### config.mk
export PLATFORM = sky130hd
export DESIGN_NAME = tt_sweep_eval
export DESIGN_NICKNAME = d
export VERILOG_FILES = /design/src/rtl/tt_sweep_pkg.sv /design/src/rtl/tt_index_counter.sv /design/src/rtl/tt_sweep_eval.sv
export SDC_FILE = /design/constraint.sdc
export NUM_CORES = 1
export LEC_CHECK = 0
export CAP_MARGIN = 5
export CORE_UTILIZATION = 40
export DETAILED_ROUTE_END_ITERATION = 6
export GPL_TIMING_DRIVEN = 1
export PLACE_DENSITY = 0.72
export SLEW_MARGIN = 20
export SYNTH_ARGS = -nofsm -noshare
export SYNTH_HDL_FRONTEND = slang
export SYNTH_SLANG_ARGS = --single-unit
### constraint.sdc
create_clock -name clk -period 6.23 [get_ports clk]
set_input_delay 1.246 -clock clk [delete_from_list [all_inputs] [get_ports clk]]
set_output_delay 1.246 -clock clk [all_outputs]
set_load 0.01 [all_outputs]
### src/rtl/tt_sweep_pkg.sv
// Shared types and helpers for the truth-table sweep evaluator.
package tt_sweep_pkg;
    // Widest function the evaluator is meant to be built for.
    localparam int MAX_N_IN = 8;

    typedef enum logic [1:0] {
        IDLE = 2'd0,
        RUN  = 2'd1,
        DONE = 2'd2
    } state_t;

    // Number of input combinations for an n-input function.
    function automatic int depth_of(input int n);
        return 1 << n;
    endfunction
endpackage

### src/rtl/tt_index_counter.sv
// Input-vector counter for the sweep: clear, enable, saturates at the last index.
module tt_index_counter
    import tt_sweep_pkg::*;
#(
    parameter int N_IN = 4
) (
    input  logic            clk,
    input  logic            rst,
    input  logic            clr,
    input  logic            en,
    output logic [N_IN-1:0] cnt,
    output logic            last
);
    localparam logic [N_IN-1:0] LAST_IDX = N_IN'(depth_of(N_IN) - 1);

    logic [N_IN-1:0] cnt_q;

    // Advance on each accepted beat; hold at the last index instead of wrapping.
    always_ff @(posedge clk or posedge rst) begin
        if (rst)
            cnt_q <= '0;
        else if (clr)
            cnt_q <= '0;
        else if (en && !last)
            cnt_q <= cnt_q + N_IN'(1);
    end

    assign cnt  = cnt_q;
    assign last = (cnt_q == LAST_IDX);
endmodule

### src/rtl/tt_sweep_eval.sv
// Exhaustive evaluator: sweeps every input vector of a loaded truth table,
// streams (in_vec, s) beats, counts ones and optionally compares to an expected table.
module tt_sweep_eval
    import tt_sweep_pkg::*;
#(
    parameter  int N_IN  = 4,
    localparam int DEPTH = depth_of(N_IN)
) (
    input  logic             clk,
    input  logic             rst,
    input  logic             tt_load,
    input  logic [DEPTH-1:0] tt_data,
    input  logic [DEPTH-1:0] exp_data,
    input  logic             cmp_en,
    input  logic             start,
    input  logic             out_ready,
    output logic             out_valid,
    output logic [N_IN-1:0]  in_vec,
    output logic             s,
    output logic             busy,
    output logic             done,
    output logic [N_IN:0]    ones_count,
    output logic [N_IN:0]    mismatch_count,
    output logic [N_IN-1:0]  first_mismatch,
    output logic             all_match
);
    state_t           state_q;
    logic [DEPTH-1:0] tt_q, exp_q;
    logic             cmp_q, all_q, done_q;
    logic [N_IN:0]    ones_q, ones_d, mis_q, mis_d;
    logic [N_IN-1:0]  first_q, first_d;
    logic [N_IN-1:0]  cnt;
    logic             last, run, accept, cur_s, miss, go;

    assign run    = (state_q == RUN);
    assign go     = (state_q == IDLE) && start;
    assign accept = run && out_ready;
    assign cur_s  = tt_q[cnt];
    assign miss   = cmp_q && (cur_s != exp_q[cnt]);

    tt_index_counter #(.N_IN(N_IN)) u_cnt (
        .clk  (clk),
        .rst  (rst),
        .clr  (go),
        .en   (accept),
        .cnt  (cnt),
        .last (last)
    );

    // Accumulator next-state: cleared at start, updated per accepted beat.
    always_comb begin
        ones_d  = ones_q;
        mis_d   = mis_q;
        first_d = first_q;
        if (go) begin
            ones_d  = '0;
            mis_d   = '0;
            first_d = '0;
        end else if (accept) begin
            if (cur_s)
                ones_d = ones_q + (N_IN+1)'(1);
            if (miss) begin
                mis_d = mis_q + (N_IN+1)'(1);
                if (mis_q == '0)
                    first_d = cnt;
            end
        end
    end

    // Control FSM, table capture and registered status.
    always_ff @(posedge clk or posedge rst) begin
        if (rst) begin
            state_q <= IDLE;
            tt_q    <= '0;
            exp_q   <= '0;
            cmp_q   <= 1'b0;
            ones_q  <= '0;
            mis_q   <= '0;
            first_q <= '0;
            all_q   <= 1'b0;
            done_q  <= 1'b0;
        end else begin
            ones_q  <= ones_d;
            mis_q   <= mis_d;
            first_q <= first_d;
            done_q  <= 1'b0;
            case (state_q)
                IDLE: begin
                    // Load lands on the same edge as start, so the sweep sees the new table.
                    if (tt_load) begin
                        tt_q  <= tt_data;
                        exp_q <= exp_data;
                    end
                    if (start) begin
                        cmp_q   <= cmp_en;
                        all_q   <= 1'b0;
                        state_q <= RUN;
                    end
                end
                RUN: begin
                    if (accept && last) begin
                        state_q <= DONE;
                        done_q  <= 1'b1;
                        // Uses the final count including the last beat.
                        all_q   <= cmp_q && (mis_d == '0);
                    end
                end
                DONE:    state_q <= IDLE;
                default: state_q <= IDLE;
            endcase
        end
    end

    assign out_valid      = run;
    assign busy           = run;
    assign in_vec         = run ? cnt : '0;
    assign s              = run && cur_s;
    assign done           = done_q;
    assign ones_count     = ones_q;
    assign mismatch_count = mis_q;
    assign first_mismatch = first_q;
    assign all_match      = all_q;
endmodule

==> Word level (Yosys, flattened, before mapping) <==
Index checks and enable logic that the tools add are counted.
W data, S select, Z words.
{ "word_totals": {"input_bits": 38, "regBits": 55, "wordCells": 67} }
{ "op_classes": {"magnitude_cmp": 1, "mux": 25, "n_eq_ne": 5, "n_reduce_logical": 23, "add_sub_neg": 3} }
{ "op_table": {"columns": ["op", "count"], "rows": [
  ["$mux W5", 6],
  ["$mux W4", 7],
  ["$reduce_bool A2 Y1", 6],
  ["$add A5 B1 Y5 const B", 2],
  ["$logic_not A5 Y1", 2],
  ["$bmux W1 S4", 2],
  ["$reduce_and A2 Y1", 4],
  ["$logic_and A1 B1 Y1", 7],
  ["$mux W1", 6],
  ["$reduce_and A3 Y1", 2],
  ["$lt A4 B5 Y1 const B", 1],
  ["$add A4 B1 Y4 const B", 1],
  ["$eq A4 B4 Y1 const B", 1],
  ["$mux W2", 2],
  ["$pmux W2 S2", 1],
  ["$eq A2 B1 Y1 const B", 1],
  ["$logic_not A2 Y1", 1],
  ["$ne A2 B1 Y1 const B", 1],
  ["$ne A2 B2 Y1 const B", 1],
  ["$pmux W1 S2", 1],
  ["$logic_not A1 Y1", 1],
  ["$ne A1 B1 Y1", 1]
]} }

==> Longest topological paths before layout <==
Gate-level depths: netlist (run 1).
{ "logic_depth": {"ltp_word": 11, "ltp_mapped": 9, "mapped_depth_nobuf": 8} }

==> Modules after synthesis <==
Synthesis (run 1) repeated with hierarchy kept, for this count alone.
{ "unflattened": {"hier_cells": 206, "area_unflattened_um2": 2631.3} }
{ "by_module_without_submodules": {"columns": ["module", "instances", "cells_each", "area_per_inst_um2", "seq_area_each_um2"], "rows": [
  ["tt_sweep_eval", 1, 185, 2398.6, 1276.2],
  ["tt_index_counter", 1, 21, 232.7, 100.1]
]} }

==> Least setup slack after synthesis (run 1) <==
OpenSTA, ideal clock, no wires.
{ "synth_path": {"kind": "reg2out", "startpoint": "register u_cnt.cnt_q[0] (netlist: u_cnt.cnt[0])", "endpoint": "output port s", "arrival_ps": 1695, "path_buffers": 1, "required_ps": 4984, "setup_slack_ps": 3289, "stages_incl_launch_ff": 6, "cell_sequence": "dfrtp_1 -> buf_6 -> mux4_1 -> mux2_2 -> a22oi_4 -> nor2_1"} }
{ "synth_between": {"elab_chain_len": 3} }
{ "synth_lines": {"columns": ["element", "line_no", "rtl"], "rows": [
  ["start: declaration", "tt_index_counter.sv:16", "logic [N_IN-1:0] cnt_q;"],
  ["start signal: assignment", "tt_index_counter.sv:25", "cnt_q <= cnt_q + N_IN'(1);"],
  ["$bmux W1 S4", "tt_sweep_eval.sv:38", "assign cur_s = tt_q[cnt];"],
  ["$mux W1 (not written as such)", "tt_sweep_eval.sv:38", null],
  ["$logic_and A1 B1 Y1", "tt_sweep_eval.sv:117", "assign s = run && cur_s;"],
  ["end: declaration", "tt_sweep_eval.sv:19", "output logic s,"]
]} }
No other way between the ends. The select of a mux whose other input is x is not followed.

==> Worst setup path in the final report (run 1) <==
Same ends and word-level chain as after synthesis.

==> results of run 1 <==
==> flip-flops by register name, indices dropped and copies added (netlist names) <==
register,flops
all_match,1
cmp_q,1
done,1
exp_q,16
first_mismatch,4
mismatch_count,5
ones_count,5
state_q,2
tt_q,16
u_cnt.cnt,4
==> area by class of cell <==
| cell class | count | share of cell area [%] |
|---|---|---|
| sequential | 55 | 39.3 |
| multi-input combinational | 139 | 36.5 |
| timing repair buffer | 61 | 17.4 |
| tap | 77 | 2.75 |
| clock buffer | 6 | 2.36 |
| clock inverter | 2 | 1.00 |
| inverter | 6 | 0.715 |
==> cell usage in the layout (no fill, tap or decap), types with 2 or more instances in the layout <==
| cell type | n |
|---|---|
| clkdlybuf4s50_1 | 60 |
| dfrtp_1 | 55 |
| mux2_2 | 33 |
| nor2_1 | 22 |
| mux2i_1 | 10 |
| nand2_1 | 8 |
| and2_1 | 6 |
| xor2_1 | 6 |
| xnor2_1 | 6 |
| clkbuf_8 | 6 |
| mux4_1 | 5 |
| inv_1 | 5 |
| nand4_1 | 5 |
| o21ai_0 | 5 |
| nand2b_1 | 4 |
| nand3_1 | 4 |
| ha_1 | 4 |
| a21oi_1 | 3 |
| a221oi_1 | 2 |
| a22oi_4 | 2 |
| and3_1 | 2 |
==> cells by family after synthesis <==
kind of cell               after synthesis  synth area share, %
AOI/OAI and AO/OA                       17                 6.09
xor gates and xnor gates                13                 4.82
adders and majority gates                4                 1.82
buffers and inverters                   19                 3.63
DFF                                     55                 50.0
muxes                                   50                 23.3
and+or+nand+nor                         55                 10.4
==> through the flow <==
stage	cell area [µm²]	std cells	hold WS, ns	power [W]
detailed placement	3380	338	0.491	0.00151
floorplan	2750	213	0.472	0.00128
global route	3500	346	0.521	0.00186
CTS	3500	346	0.511	0.00176
finish	3500	346	0.508	0.00174
global placement	3380	338	0.481	0.00149
==> worst max-delay path: cells and delay by family, from the launching register on <==
kind / cells / cell delay [ns]
multiplexers: 2 / 0.94
flip-flops: 1 / 0.80
buffers and inverters: 1 / 0.49
AO/OA/AOI/OAI: 1 / 0.32
AND/OR/NAND/NOR: 1 / 0.11
==> power groups by stage <==
| stage | registers, W | clock network [W] | logic [W] |
|---|---|---|---|
| floorplan | 0.000600 | 0 | 0.000675 |
| global placement | 0.000659 | 0 | 0.000828 |
| detailed placement | 0.000667 | 0 | 0.000847 |
| CTS | 0.000659 | 0.000251 | 0.000848 |
| global route | 0.000682 | 0.000265 | 0.000913 |
| finish | 0.000655 | 0.000244 | 0.000838 |
==> metal layers <==
metal	up-vias	track usage (%)	share of wire (%)
li1	867	-	-
met1	875	20.0	45
met2	54	26.9	49
met3	9	4.18	4.7
met4	0	4.16	1.0
met5	-	0	0
==> worst paths after layout <==
check / from / endpoint / depth (start not counted)
setup / recovery: u_cnt.cnt[0] / s / 5
hold / removal: exp_q[15] / exp_q[15] / 1
setup reg to reg: u_cnt.cnt[0] / all_match / 7
hold reg to reg: exp_q[15] / exp_q[15] / 1
max in group asynchronous: rst / tt_q[12] / 2
min in group asynchronous: rst / u_cnt.cnt[3] / 2
==> impl_results.md, run 1 <==
- Outcome: finished, violations left
- Failing checks: design-rule violations
- Cell Int Power: 0.00111 W
- Synth Net Count: 255
- CTS buffer count: 5
- Area leader, netlist: dfrtp_1
- Die footprint: 7220 µm²
- Drt initial violations: 93
- Worst setup path class: reg2out
- Final setup violation count: 0
- Crit path max fanout: 15
- Row count: 29
- Root Driver: clkbuf_8
- Post-synth EDFFs: 0
- Sink Count: 55
- Post-Synthesis Cells: 213
- Max_cap viols: 0
- Initial antenna violation count: 0
- Max-slew violations: 0
- Post-route setup slack: 2.02 ns
- Post-synth top area share: 50.0%
- DR pass1 iterations: 6
- Wire per inst: 14.9 µm
- H-tree depth: 2
- Maximum VDD drop: 0.228 mV
- WL final: 5.15 mm
- Number of diodes: 0
- # hold bufs at CTS: 0
- Register area: 1380 µm²
- Yosys warnings: 0
- Minimum clock period: 4.21 ns
- IO Count: 61
- Sequential element share of the synthesized area: 50.0%
- Clk Latency, worst-skew pair: 0.31 ns
- DRC: 4
- Leak: 1.48 nW
- Via/cell ratio: 5.22
- Clock Pin Slew Worst Setup and Hold Paths: 0.10 ns
- Area of the multi-input gates: 1280 µm²
- F_max: 0.237 GHz
- Hold Vio Cnt, Final: 0
- Clock share of power: 14.0%
- Number of distinct library cells after synthesis: 37
- Startpoint types: flop
- Crit-path max cell delay: 0.80 ns
- FF-to-FF setup slack: 3.12 ns
- Switching power: 0.000627 W
- RSZ-0062 raised after global routing: false
- Power share of the combinational group: 48.2%
- Worst clock skew: 0.0107 ns
- Global-route wire length before repair: 8.86 mm
- Crit-path slowest cell: dfrtp_1
- Post_cts resized: 0
- Maximum clock path buffer count: 2
- Die height: 85.0 µm
- Core Area: 6490 µm²
- Overall global routing resource usage: 15.8%
- Gpl congestion: 0.903
- Crit end category: output pin
- Switching Fraction: 36.1%
- Fill cells: 575
- Largest net degree at the start of global routing: 56
- Syn avg cell area: 12.9 µm²
- Hpwl dp: 3.86 mm
- Post-CTS Setup Bufs: 0
- Critical Path, Cell by Cell: mux4_1 -> mux2_2 -> a22oi_4 -> nor2_1 -> clkdlybuf4s50_1
- Critical Path RT: 4.98 ns
- Headroom to the max-slew limit: 53.9%
- Count leader, synth: dfrtp_1
- Flop pwr share: 37.7%
- DP Worst Slack: 2.37 ns
- Area contributors post-synth: dfrtp_1 50%, mux2_2 13%, mux4_1 4.8%
- Port bufs: 60
- Grt ovf: 0
- Synth Cell Area: 2750 µm²
- Async set-reset flop share out of synthesis: 100%
- Crit path DAT: 2.97 ns
- CTS tree: built
- Final period util: 67.6%
- Setup TNS: 0 ns
- # nets final: 310
- Die Wd: 85.0 µm
- Register bit count reported by yosys: 55
- Synth Flop Type: dfrtp_1
- Vias: 1805
- Layout cells sized above 1: 19.7%
- Final core utilization: 53.9%
- Area Overhead vs Synth: 27.1%
- Antenna-violating nets left: 0
- PwrDens: 496 nW/µm²
- Starting density of the core: 42.4%
- Vias in the first global route: 1839
- Actual slew at the worst max-slew pin: 0.692 ns
- Worst hold-check path type: reg2reg
- Commonest cells in the netlist: 55 x dfrtp_1, 33 x mux2_2, 22 x nor2_1, 10 x mux2i_1, 8 x nand2_1
(Power assumes the default switching activity.)
==> inputs of run 2 (changes only) <==
Clock period 6.23 ns to 3.95 ns, I/O delays scaled along.
==> run 2 against run 1 <==
Net effect: the run still ends with design-rule violations left; total power up 59%; via count grew 2.2%; die area unchanged; critical path type unchanged; largest cell class unchanged; largest power group unchanged.
==> impl_results.md, run 2 (synthesis gave the netlist of run 1 again) <==
- Area Overhead vs Synth: 27.6%
- PwrDens: 786 nW/µm² (+58%)
- Register area: 1380 µm² (unchanged)
- Switching Fraction: 36.3% (+0.19 points)
- Sink Count: 55 (unchanged)
- Vias in the first global route: 1759 (-4.4%)
- CTS buffer count: 5 (unchanged)
- Buf+Inv Stages, Crit Path: 1 (unchanged)
- Flop pwr share: 36.6% (-1.1 points)
- Worst setup path class: reg2out
- Commonest cells after routing, fill and taps aside: 60 x clkdlybuf4s50_1, 55 x dfrtp_1, 33 x mux2_2
- Overall global routing resource usage: 15.5% (-0.27 points)
- Final setup violation count: 0 (unchanged)
- H-tree depth: 2 (unchanged)
- Cell Int Power: 0.00176 W (+59%)
- DRC: 4 (unchanged)
- Final period util: 83.6%
- Drt initial violations: 124 (+33%)
- Dpl cell area: 3400 µm² (+0.37%)
- Area of the multi-input gates: 1280 µm² (unchanged)
- WL final: 5.25 mm (+2.0%)
- Number of diodes: 0 (unchanged)
- Clock share of power: 14.1% (about the same)
- Max_cap viols: 0 (unchanged)
- F_max: 0.303 GHz
- Dpl cells: 340 (+0.59%)
- Post-CTS Setup Bufs: 0 (unchanged)
- Root Driver: clkbuf_8
- Setup TNS: 0 ns (unchanged)
- RSZ-0062 raised after global routing: false
- Design area: 3510 µm² (+0.36%)
- Largest net degree at the start of global routing: 35 (-38%)
- Hold Vio Cnt, Final: 0 (unchanged)
- Row count: 29 (unchanged)
- Port bufs: 60 (unchanged)
- Crit path DAT: 2.51 ns (-0.46 ns)
- Layout Cells excl Fill: 348 (+0.58%)
- Post_cts resized: 0 (unchanged)
- DR pass1 iterations: 6 (unchanged)
- CP delay by family, top: multiplexers
- Top flop regs: exp_q (16), tt_q (16)
- Worst hold-check path type: reg2reg
- Actual slew at the worst max-slew pin: 0.702 ns (+0.0101 ns)
- Switching power: 0.00100 W (+60%)
- Starting density of the core: 42.4% (unchanged)
- Startpoint types: flop
- Critical Path RT: 3.16 ns (-1.82 ns)
- Commonest non-fill, non-tap cell in the layout: clkdlybuf4s50_1
- Initial antenna violation count: 0 (unchanged)
- Grt ovf: 0 (unchanged)
- Vias: 1845 (+2.2%)
- Die Wd: 85.0 µm (unchanged)
- Crit end category: output pin
- Die height: 85.0 µm (unchanged)
- Fill cells: 565 (-1.7%)
- Die footprint: 7220 µm² (unchanged)
- Global-route wire length before repair: 8.85 mm (-0.16%)
- Hpwl dp: 3.81 mm (-1.2%)
- Crit path max fanout: 13 (-2)
- Post-route setup slack: 0.649 ns (-1.37 ns)
- Clock Pin Slew Worst Setup and Hold Paths: 0.10 ns (about the same)
- Crit-path max cell delay: 0.65 ns (-0.15 ns)
- Antenna-violating nets left: 0 (unchanged)
- Wire per inst: 15.1 µm (+1.4%)
- Worst clock skew: 0.00301 ns (-0.00772 ns)
- # hold bufs at CTS: 0 (unchanged)
- Max-slew violations: 0 (unchanged)
- Clk Latency, worst-skew pair: 0.30 ns (about the same)
- Layout cells sized above 1: 20.3% (+0.59 points)
- Minimum clock period: 3.30 ns
- # nets final: 312 (+0.65%)
- Via/cell ratio: 5.30 (+1.6%)
- DP Worst Slack: 0.973 ns (-1.39 ns)
- CTS tree: built
- Crit-path slowest cell: dfrtp_1
- Core Area: 6490 µm² (unchanged)
- Outcome: finished, violations left
- Headroom to the max-slew limit: 53.1% (-0.74 points)
- Power share of the combinational group: 49.3% (+1.1 points)
- IO Count: 61 (unchanged)
- Maximum clock path buffer count: 2 (unchanged)
- Gpl congestion: 0.914 (+1.2%)
- Failing checks: design-rule violations
- Final core utilization: 54.1% (+0.19 points)
- Critical Path, Cell by Cell: mux4_1 -> mux2_2 -> a22oi_4 -> nor2_1 -> clkdlybuf4s50_1
- Maximum VDD drop: 0.368 mV (+62%)
- Leak: 1.49 nW (+0.63%)
## run 2: changes by cell type in the layout (fill, tap and decap cells not counted), sizes merged
cell,previous run,this run
buf,1,3
## run 2: layout make-up
cell class	instances	share of cell area (%)
Multi-Input combinational cell	139	36.4
Clock inverter	2	0.997
Inverter	6	0.641
Sequential cell	55	39.2
Clock buffer	6	2.35
Timing Repair Buffer	63	17.7
Tap cell	77	2.74
## run 2: power groups by stage
stage,registers [W],logic (W),clock network (W)
after CTS,0.00101,0.00138,0.000399
after global placement,0.00102,0.00134,0
final,0.00101,0.00136,0.000390
after floorplan,0.000947,0.00106,0
after detailed placement,0.00103,0.00137,0
after global routing,0.00105,0.00148,0.000423
## run 2: final timing paths
check | end | cells past startpoint | from | slack (ns)
worst max-delay path | s | 5 | u_cnt.cnt[1] | 0.65
worst min-delay path | exp_q[6] | 1 | exp_q[6] | 0.51
worst max register to register | all_match | 8 | u_cnt.cnt[0] | 1.08
worst min register to register | exp_q[6] | 1 | exp_q[6] | 0.51
max in group asynchronous | tt_q[3] | 3 | rst | 2.30
min in group asynchronous | first_mismatch[1] | 2 | rst | 0.91
## run 2: layer usage
layer	wire (µm)	GRT usage (%)
met3	256	3.02
met5	0	0
met4	40	3.70
met1	2460	22.1
met2	2500	24.6
## run 2: through the flow
step,power [W],hold slack [ns]
floorplan,0.00201,0.472
CTS,0.00279,0.514
global route,0.00296,0.530
finish,0.00276,0.510
detailed placement,0.00240,0.491
global placement,0.00236,0.484
==> inputs of run 3 (changes only) <==
Settings changed: PLACE_DENSITY 0.72 to 0.74.
Clock period 3.95 ns to 2.9 ns, I/O delays scaled along.
==> run 3 against run 2 <==
Net effect: first-iteration DRC count is 22% lower; clock power is 6.2% higher; register-to-register slack worse by 0.80 ns; die area stayed put; non-clock buffer count is 10 higher; combinational power is 44% higher; design area is 1.2% higher; the flow still finishes with violations (design-rule violations); critical path depth stayed put; via count is 1.2% higher; clock skew is 0.0027 ns higher; global-route usage is 0.88 points higher; critical endpoint unchanged; routed wire length is 4.6% higher.
==> impl_results.md, run 3 (synthesis gave the netlist of run 1 again) <==
- Core Area: 6490 µm² (unchanged)
- Worst clock skew: 0.00567 ns (+0.00265 ns)
- Maximum VDD drop: 0.498 mV (+35%)
- Via/cell ratio: 5.22 (-1.6%)
- Final core utilization: 54.7% (+0.64 points)
- Commonest non-fill, non-tap cell in the layout: clkdlybuf4s50_1
- CTS buffer count: 5 (unchanged)
- Die footprint: 7220 µm² (unchanged)
- Layout cells sized above 1: 23.5% (+3.2 points)
- Overall global routing resource usage: 16.4% (+0.88 points)
- Vias in the first global route: 1923 (+9.3%)
- Die Wd: 85.0 µm (unchanged)
- FF-to-FF setup slack: 0.28 ns (-0.80 ns)
- Grt ovf: 0 (unchanged)
- Wire per inst: 15.3 µm (+1.7%)
- Crit path max fanout: 5 (-8)
- R2r endpoint: all_match
- Starting density of the core: 42.4% (unchanged)
- Port bufs: 60 (unchanged)
- DR pass1 iterations: 6 (unchanged)
- Area Overhead vs Synth: 29.1%
- Root Driver: clkbuf_8
- Hpwl dp: 4.16 mm (+9.2%)
- # nets final: 322 (+3.2%)
- Crit path DAT: 2.13 ns (-0.38 ns)
- H-tree depth: 2 (unchanged)
- Gpl congestion: 0.901 (-1.4%)
- Worst Setup SP: u_cnt.cnt[0]
- Setup TNS: 0 ns (unchanged)
- Failing checks: design-rule violations
- Outcome: finished, violations left
- Headroom to the max-slew limit: 55.9% (+2.7 points)
- Startpoint types: flop
- F_max: 0.369 GHz
- Sink Count: 55 (unchanged)
- Initial antenna violation count: 0 (unchanged)
- Actual slew at the worst max-slew pin: 0.661 ns (-0.0409 ns)
- Vias: 1868 (+1.2%)
- IO Count: 61 (unchanged)
- Clock Pin Slew Worst Setup and Hold Paths: 0.09 ns (about the same)
- Critical Path RT: 2.32 ns (-0.84 ns)
- Largest net degree at the start of global routing: 33 (-5.7%)
- Worst hold-check path type: reg2reg
- Drt initial violations: 97 (-22%)
- Design area: 3550 µm² (+1.2%)
- WL final: 5.49 mm (+4.6%)
- Final setup violation count: 0 (unchanged)
- DRC: 5 (+1)
- Clk Latency, worst-skew pair: 0.31 ns (about the same)
- Final period util: 93.4%
- Min-delay src: tt_q[6]
- Worst setup path class: reg2out
- Max-slew violations: 0 (unchanged)
- PwrDens: 1050 nW/µm² (+34%)
- Minimum clock period: 2.71 ns
- Global-route wire length before repair: 9.20 mm (+4.1%)
- RSZ-0062 raised after global routing: false
- Commonest cells after routing, fill and taps aside: 59 x clkdlybuf4s50_1, 54 x dfrtp_1, 33 x mux2_2
- CTS tree: built
- Die height: 85.0 µm (unchanged)
- Row count: 29 (unchanged)
- Maximum clock path buffer count: 2 (unchanged)
- R2R depth: 8 (unchanged)
- Crit end category: output pin
- RR Startpoint: u_cnt.cnt[0]
- Max_cap viols: 0 (unchanged)
- Leak: 1.53 nW (+2.5%)
- Top flop regs: exp_q (16), tt_q (16)
- Dpl cell area: 3460 µm² (+1.8%)
- Antenna-violating nets left: 0 (unchanged)
- Number of diodes: 0 (unchanged)
- Critical path destination: s
- Hold Vio Cnt, Final: 0 (unchanged)
## run 3: routing by layer
layer / up-vias / share of wire, % / global-route usage [%] / routed length (µm)
met5: - / 0 / 0 / 0
met4: 0 / 0.77 / 4.47 / 42
met3: 5 / 5.0 / 3.21 / 274
met2: 62 / 48 / 26.6 / 2620
met1: 914 / 46 / 22.6 / 2550
li1: 887 / - / - / -
## run 3: report_power, final
part	internal [W]	leakage [nW]	switching (W)	total, W
Sequential	0.00110	0.681	0.000268	0.00137
Clock	0.000166	0.0477	0.000248	0.000414
Combinational	0.00109	0.800	0.000868	0.00196
## run 3: metrics by stage
stage | total power (W) | std cells | hold WS [ns] | worst slack, ns
2_1_floorplan | 0.00274 | 213 | 0.472 | 0.452
3_3_place_gp | 0.00329 | 348 | 0.486 | 0.213
3_5_place_dp | 0.00336 | 348 | 0.492 | 0.123
4_1_cts | 0.00378 | 358 | 0.514 | 0.162
5_1_grt | 0.00402 | 358 | 0.534 | 0.0607
6_report | 0.00375 | 358 | 0.508 | 0.190
## run 3: cell type report
cell class              instances  area (µm²)
well taps                      77        96.3
clock buffers                   5        68.8
flip-flops and latches         55        1380
fillers                       562        2940
inverters                       6        22.5
clock inverters                 3        15.0
multi-input cells             139        1280
repair buffers                 73         697
## run 3: what timing repair did
action | 4_1_cts | 5_1_grt
hold buffers | 0 | 0
hold endpoints to repair | 0 | 0
resized for setup | 2 | 0
setup endpoints to repair | 1 | 0
buffers inserted | 2 | 0
## run 3: critical path, cell delays in order, from the launching register on
cell and delay [ns]:
dfrtp_2 0.43, mux4_1 0.55, mux2_2 0.30, a22oi_4 0.21, nor2_1 0.06, dlygate4sd2_1 0.28
## run 3: how the worst min path moves through the flow
| stage | endpoint | slack [ns] | cells past startpoint |
|---|---|---|---|
| 2_1_floorplan | tt_q[13] | 0.47 | 1 |
| 3_3_place_gp | tt_q[6] | 0.49 | 1 |
| 3_5_place_dp | tt_q[6] | 0.49 | 1 |
| 4_1_cts | tt_q[6] | 0.51 | 1 |
| 5_1_grt | tt_q[13] | 0.53 | 1 |
| 6_report | tt_q[6] | 0.51 | 1 |
